===== src/rtl/data_memory_decoder.sv =====
// -----------------------------------------------------------------------------
// data_memory_decoder
// Data-side address decoder for the pipelined MIPS core. A load or store goes
// either to a 64x32 data RAM (dataadr[7]=0) or to the board I/O registers
// (dataadr[7]=1). The block also drives the 8-digit multiplexed 7-seg display.
//
// Ports
//   clk        system clock, rising edge
//   reset      asynchronous, active-low reset
//   memwrite   store strobe from the core
//   dataadr    byte address; only bits [7:2] are decoded
//   writedata  store data
//   readdata   load data, combinational from address and state
//   BTNL/BTNR  raw push-buttons, synchronized internally
//   SW         raw slide switches, synchronized internally
//   AN         digit enables, active-low, one digit at a time
//   DP         decimal point, active-low, always off
//   A2G        segments a..g on bits [6]..[0], active-low
// -----------------------------------------------------------------------------
module data_memory_decoder #(
   parameter int SCAN_BITS = 18
) (
   input  logic        clk,
   input  logic        reset,
   input  logic        memwrite,
   input  logic [31:0] dataadr,
   input  logic [31:0] writedata,
   output logic [31:0] readdata,
   input  logic        BTNL,
   input  logic        BTNR,
   input  logic [15:0] SW,
   output logic [7:0]  AN,
   output logic        DP,
   output logic [6:0]  A2G
);

   // Active-low hex to 7-segment encoding, a..g on bits [6]..[0].
   function automatic logic [6:0] seg7(input logic [3:0] nib);
      logic [6:0] seg;
      case (nib)
         4'h0:    seg = 7'b0000001;
         4'h1:    seg = 7'b1001111;
         4'h2:    seg = 7'b0010010;
         4'h3:    seg = 7'b0000110;
         4'h4:    seg = 7'b1001100;
         4'h5:    seg = 7'b0100100;
         4'h6:    seg = 7'b0100000;
         4'h7:    seg = 7'b0001111;
         4'h8:    seg = 7'b0000000;
         4'h9:    seg = 7'b0000100;
         4'hA:    seg = 7'b0001000;
         4'hB:    seg = 7'b1100000;
         4'hC:    seg = 7'b0110001;
         4'hD:    seg = 7'b1000010;
         4'hE:    seg = 7'b0110000;
         4'hF:    seg = 7'b0111000;
         default: seg = 7'b1111111;
      endcase
      return seg;
   endfunction

   logic [31:0]          mem_q [0:63];
   logic [1:0]           btn_meta_q, btn_sync_q;   // bit1 = left, bit0 = right
   logic [15:0]          sw_meta_q, sw_sync_q;
   logic [15:0]          result_q, result_d;
   logic [SCAN_BITS-1:0] scan_q, scan_d;
   logic [7:0]           an_q, an_d;
   logic [6:0]           a2g_q, a2g_d;
   logic [2:0]           digit_s;
   logic [3:0]           nibble_s;
   logic                 result_we_s;
   logic                 unused_s;

   assign unused_s    = ^{dataadr[31:8], dataadr[1:0], writedata[31:16]};
   assign result_we_s = memwrite && (dataadr[7:2] == 6'h23);

   // Next-state for the result register and scan counter.
   always_comb begin
      result_d = result_q;
      if (result_we_s) begin
         result_d = writedata[15:0];
      end else begin
         result_d = result_q;
      end
      scan_d = scan_q + {{(SCAN_BITS-1){1'b0}}, 1'b1};
   end

   // Display decode works on next-state values so the registered AN/A2G line
   // up with the scan counter and synchronizer outputs of the same cycle.
   always_comb begin
      digit_s = scan_d[SCAN_BITS-1 -: 3];
      case (digit_s)
         3'd0:    nibble_s = result_d[3:0];
         3'd1:    nibble_s = result_d[7:4];
         3'd2:    nibble_s = result_d[11:8];
         3'd3:    nibble_s = result_d[15:12];
         3'd4:    nibble_s = sw_meta_q[3:0];
         3'd5:    nibble_s = sw_meta_q[7:4];
         3'd6:    nibble_s = sw_meta_q[11:8];
         3'd7:    nibble_s = sw_meta_q[15:12];
         default: nibble_s = 4'h0;
      endcase
      an_d  = ~(8'h01 << digit_s);
      a2g_d = seg7(nibble_s);
   end

   // I/O state: synchronizers, result register, scan counter, display outputs.
   always_ff @(posedge clk or negedge reset) begin
      if (!reset) begin
         btn_meta_q <= 2'b00;
         btn_sync_q <= 2'b00;
         sw_meta_q  <= 16'h0000;
         sw_sync_q  <= 16'h0000;
         result_q   <= 16'h0000;
         scan_q     <= '0;
         an_q       <= 8'hFE;
         a2g_q      <= 7'b0000001;
      end else begin
         btn_meta_q <= {BTNL, BTNR};
         btn_sync_q <= btn_meta_q;
         sw_meta_q  <= SW;
         sw_sync_q  <= sw_meta_q;
         result_q   <= result_d;
         scan_q     <= scan_d;
         an_q       <= an_d;
         a2g_q      <= a2g_d;
      end
   end

   // Data RAM write port; contents are never reset and stores during reset are dropped.
   always_ff @(posedge clk) begin
      if (reset && memwrite && !dataadr[7]) begin
         mem_q[dataadr[7:2]] <= writedata;
      end
   end

   // Load data mux; I/O space holes read as zero.
   always_comb begin
      readdata = 32'h0000_0000;
      if (!dataadr[7]) begin
         readdata = mem_q[dataadr[7:2]];
      end else begin
         case (dataadr[6:2])
            5'h00:   readdata = {30'h0, btn_sync_q};
            5'h01:   readdata = {24'h0, sw_sync_q[15:8]};
            5'h02:   readdata = {24'h0, sw_sync_q[7:0]};
            5'h03:   readdata = {16'h0, result_q};
            default: readdata = 32'h0000_0000;
         endcase
      end
   end

   assign AN  = an_q;
   assign A2G = a2g_q;
   assign DP  = 1'b1;

endmodule


===== config.mk =====
export PLATFORM = sky130hd
export DESIGN_NAME = data_memory_decoder
export DESIGN_NICKNAME = d
export VERILOG_FILES = /design/src/rtl/data_memory_decoder.sv
export SDC_FILE = /design/constraint.sdc
export NUM_CORES = 1
export LEC_CHECK = 0
export CORE_MARGIN = 5
export CORE_UTILIZATION = 32
export CTS_BUF_LIST = sky130_fd_sc_hd__clkbuf_8
export CTS_CLUSTER_SIZE = 8
export DETAILED_ROUTE_END_ITERATION = 10
export PLACE_DENSITY = 0.56
export SETUP_SLACK_MARGIN = 0.4
export SLEW_MARGIN = 10
export SYNTH_ARGS = -nofsm -noshare
export SYNTH_HDL_FRONTEND = slang
export SYNTH_SLANG_ARGS = --single-unit

===== constraint.sdc =====
create_clock -name clk -period 6.15 [get_ports clk]
set_clock_uncertainty 0.05 [all_clocks]
set_input_delay 1.5375 -clock clk [delete_from_list [all_inputs] [get_ports clk]]
set_output_delay 1.5375 -clock clk [all_outputs]
set_load 0.01 [all_outputs]

==> results of run 1 <==
per-layer routing:
layer  wire (um)  up-vias
met5          23        -
met4        1820        4
met3        7461      143
met2       54720      765
met1       46530    11160
li1            -     8408
synthesized netlist by cell type (all sizes together), types with 2 or more instances:
| library cell | count | area share |
|---|---|---|
| a211o | 3 | 0.00062 |
| a21oi | 5 | 0.00059 |
| a221oi | 3 | 0.00062 |
| a222oi | 6 | 0.0014 |
| a31oi | 2 | 0.00029 |
| and2 | 2 | 0.00029 |
| and3 | 2 | 0.00029 |
| buf | 35 | 0.0037 |
| clkbuf | 60 | 0.0053 |
| clkinv | 2 | 0.00029 |
| dfrtp | 77 | 0.045 |
| dfstp | 8 | 0.0049 |
| edfxtp | 1024 | 0.72 |
| ha | 7 | 0.0021 |
| inv | 13 | 0.0011 |
| mux2 | 14 | 0.0037 |
| mux2i | 48 | 0.011 |
| mux4 | 320 | 0.17 |
| nand2 | 22 | 0.0019 |
| nand3 | 24 | 0.0028 |
| nand3b | 6 | 0.0011 |
| nand4 | 8 | 0.0020 |
| nor2 | 60 | 0.0054 |
| nor3 | 6 | 0.00071 |
| nor4 | 4 | 0.0010 |
| o21ai | 15 | 0.0018 |
| o22ai | 9 | 0.0013 |
| o2bb2ai | 2 | 0.00041 |
| or3 | 2 | 0.00029 |
| or3b | 2 | 0.00041 |
| xnor2 | 10 | 0.0021 |
| xor2 | 7 | 0.0014 |
area by class of cell:
type	count	area, um2
timing repair buffer	230	2461
sequential	1109	32890
tap	1755	2196
multi-input combinational	602	9442
fill	11860	81550
clock buffer	186	2560
antenna	4	10.01
inverter	15	61.31
clock inverter	132	628.1
flip-flops by register name, indices dropped and copies added (netlist names):
signal      flops
sw_sync_q      16
result_q       16
btn_sync_q      2
mem_q        1024
sw_meta_q      16
AN              8
btn_meta_q      2
scan_q         18
A2G             7
power groups by stage:
stage               combinational, mW  sequential [mW]  clock (mW)
floorplan                       0.450             8.48           0
global placement                0.875             8.48           0
detailed placement              0.898             8.49           0
CTS                             0.907             8.33        5.84
global route                    0.957             8.33        6.21
finish                          0.894             8.33        5.68
timing repair:
item | 4_1_cts | 5_1_grt
resized for setup | 6 | 9
cloned | 1 | 0
setup endpoints to repair | 28 | 11
worst min-delay path by stage:
stage / from / end / depth (start not counted)
global route: btn_meta_q[1] / btn_sync_q[1] / 0
floorplan: btn_meta_q[0] / btn_sync_q[0] / 0
CTS: btn_meta_q[1] / btn_sync_q[1] / 0
finish: btn_meta_q[1] / btn_sync_q[1] / 0
global placement: btn_meta_q[0] / btn_sync_q[0] / 0
detailed placement: btn_meta_q[0] / btn_sync_q[0] / 0
worst max-delay path, cell delays in order:
cell             delay, ps
buf_16                 200
buf_16                 230
buf_12                 190
mux4_2                 520
mux4_2                 480
mux2i_2                230
o22ai_2                170
clkdlybuf4s50_1        530
logic make-up after synthesis:
logic type | Yosys count
AOI/OAI and AO/OA | 51
muxes | 382
xor gates and xnor gates | 17
adders and majority gates | 7
DFF | 1109
and+or+nand+nor | 144
buffers and inverters | 110
other | 1
==> impl_summary.md, run 1 <==
STA
At the pin with the least slew margin, the transition time is around 1200 ps. The worst slack on hold paths is about 310 ps. The top achievable clock speed is ~170 MHz. The tightest slew margin relative to the limit is 0.2017.

Setup repair after global routing could not meet its margin everywhere. The number of max-slew violations in the final report came to 0. Of the available clock period, the critical path in the final layout requires 0.9350. The routed design could run at a clock period as short as between 5000 and 6000 ps. The post-layout worst setup margin is approximately 400 ps. The total count of hold-check failures in the final report is 0. After routing, the total negative slack on setup checks comes to 0 ps. The count of endpoints failing setup in the final report is 0.

Clocking
Hold repair after CTS inserted 0 buffers. The root buffer cell chosen for the clock tree is clkbuf_8. Buffers added to address setup during post-CTS repair amount to 0. The clock buffer count from CTS is 180.

For the worst-skew pair, the clock arrives at the later sink with an insertion delay of approximately 800 ps. After clock tree synthesis, the clock-pin slew on the worst setup and hold paths is 50 ps. The H-tree was split into 4 levels. The clock passes through at most 3 buffers.

TritonCTS built the clock tree. The clock net sink count is approximately 1,100.

Yosys
The number of storage elements in the synthesis netlist is between 1,000 and 1,500. Of the total synthesized cell area, the portion taken by XOR and XNOR cells is 0.003503. The sequential fraction of the synthesis area is 0.7738. Of the total synthesized cell area, the portion taken by AND, OR, NAND and NOR gates is 0.01731. The number of warnings reported in the yosys synthesis log is 0. The mux share of post-synthesis cell area is 0.1846. The average instance area after synthesis is 23.34 um2. Of the total synthesized cell area, the portion taken by full adders, half adders and majority gates is 0.002061. The number of instances in the synthesized netlist is ~1,800. The flip-flop cell with the highest count after synthesis is edfxtp_1. The distinct cell type count after synthesis is 53. The fraction of registers with async set or reset after synthesis is 0.07665. The area fraction in compound gates after synthesis is 0.008243. The number of enable flip-flop cells after synthesis is just over 1,000. The number of nets in the synthesized netlist is approximately 1,900. In this run the cell area of the synthesized design comes to around 42,000 um2. After synthesis, the largest family of logic cells by area is multiplexers.

Route
The aggregate routed wire length is 110.6 mm. The number of vias per cell is slightly above 5. In this run, the number of DRC markers left after iteration 0 of detailed routing was 2,014. The number of iterations in the first detailed-routing pass is 7. Dividing the detail-routed wire length by the instance count gives about 27 um. For this block, the via count after detailed routing is slightly above 20,000.

In the routed design, unresolved DRC markers number 0. The count of antenna-violating nets left after detailed routing is 0.

Cells and area
The fraction of layout instances using a drive strength above 1 is 0.3219. The library cells used most frequently in the layout, excluding fill and tap cells, are edfxtp_1 (1,024), mux4_2 (320), clkbuf_8 (187). The synthesis-to-layout area growth is 18.22%. Summing all non-filler instances in the final layout gives an area of about 50,000 um2. The final cell count without fillers is ~4,000. The final core utilization is 0.3812. The commonest non-fill, non-tap cell in the layout is edfxtp_1. The number of nets in the finished design is about 2,200.

Place
The count of buffers from port buffering is about 110. Before CTS, the worst setup slack after placement is approximately 90 ps. The placed instance count is between 3,000 and 4,000. The HPWL after detailed placement is roughly 60 mm. At the end of routability-driven placement, the weighted congestion stood at roughly 0.75. In this run the cell area measured after placement is roughly 47,000 um2.

Die
For this configuration, the core starts out at a cell density of 0.3225. The number of ports placed on the die boundary is roughly 130. The die height is around 370 um. The number of rows created at floorplan is around 130. The placeable core region is about 130,000 um2. The die outline area is 140,200 um2. The floorplan step set the die width to ~370 um.

Global routing
For met2 alone, demand over resource in global routing was 0.2594. Entering global routing, the biggest net connects 82 pins. The met1 global-route usage is 0.2088. Across every metal layer, demand over resource in global routing totals 0.1562. The via count of the first global-routing pass is roughly 22,000. In the global route stage, met3 resource usage came out at 0.03747. For this run the aggregate overflow at the end of global routing stands at 0. The global-route wire length before repair is roughly 160 mm. The initial antenna violation count came to 10. The most utilized layer in the global route result is met2.

Power and ir drop
The internal power of the cells totals approximately 12 mW. The share of total power dissipated in sequential elements is 0.559. For this design the static power due to leakage is 16.38 nW.

The share of total power dissipated in combinational logic is 0.060. Dividing total power by cell area gives a power density of 296.8 nW/um2. The design draws about 15 mW. The portion of total power attributed to the clock network is 0.381. Across the VDD grid, the largest voltage drop is between 200 and 250 uV. Of the total power, the share spent switching nets is 0.2258. The analysis attributes to net switching a power of around 3.4 mW.

Critical path
The worst register-to-register path ends at A2G[6]. The kind of capture point of the worst setup path is a primary output. The flop-to-flop setup slack is roughly 2100 ps. Tracing the worst setup path back leads to its startpoint at dataadr[2].

The number of cells on the worst reg-to-reg path is 12. For the worst setup path, the data required time is between 4000 and 5000 ps. By startpoint and endpoint, the worst setup path is classified as input port to primary output. Of all nets on the critical path, the largest fanout is 18. The endpoint of the worst setup timing path is readdata[7]. The worst register-to-register path begins at scan_q[2].

At the worst endpoint, the arrival time is between 4000 and 5000 ps. The sort of element at the start of the critical path is an input port.

Job
The number of max-cap violations is 0.

Hold path
The worst min-delay path class is flop to flop.

Outcome
The run finished with clean final reports.
Note: power is estimated with default switching activity, not from simulation.
==> run 2, diff against run 1 <==
Settings changed: GPL_ROUTABILITY_DRIVEN set to 0.
==> results of run 2 <==
No change in the layout: final DEF, timing and power equal those of run 1.
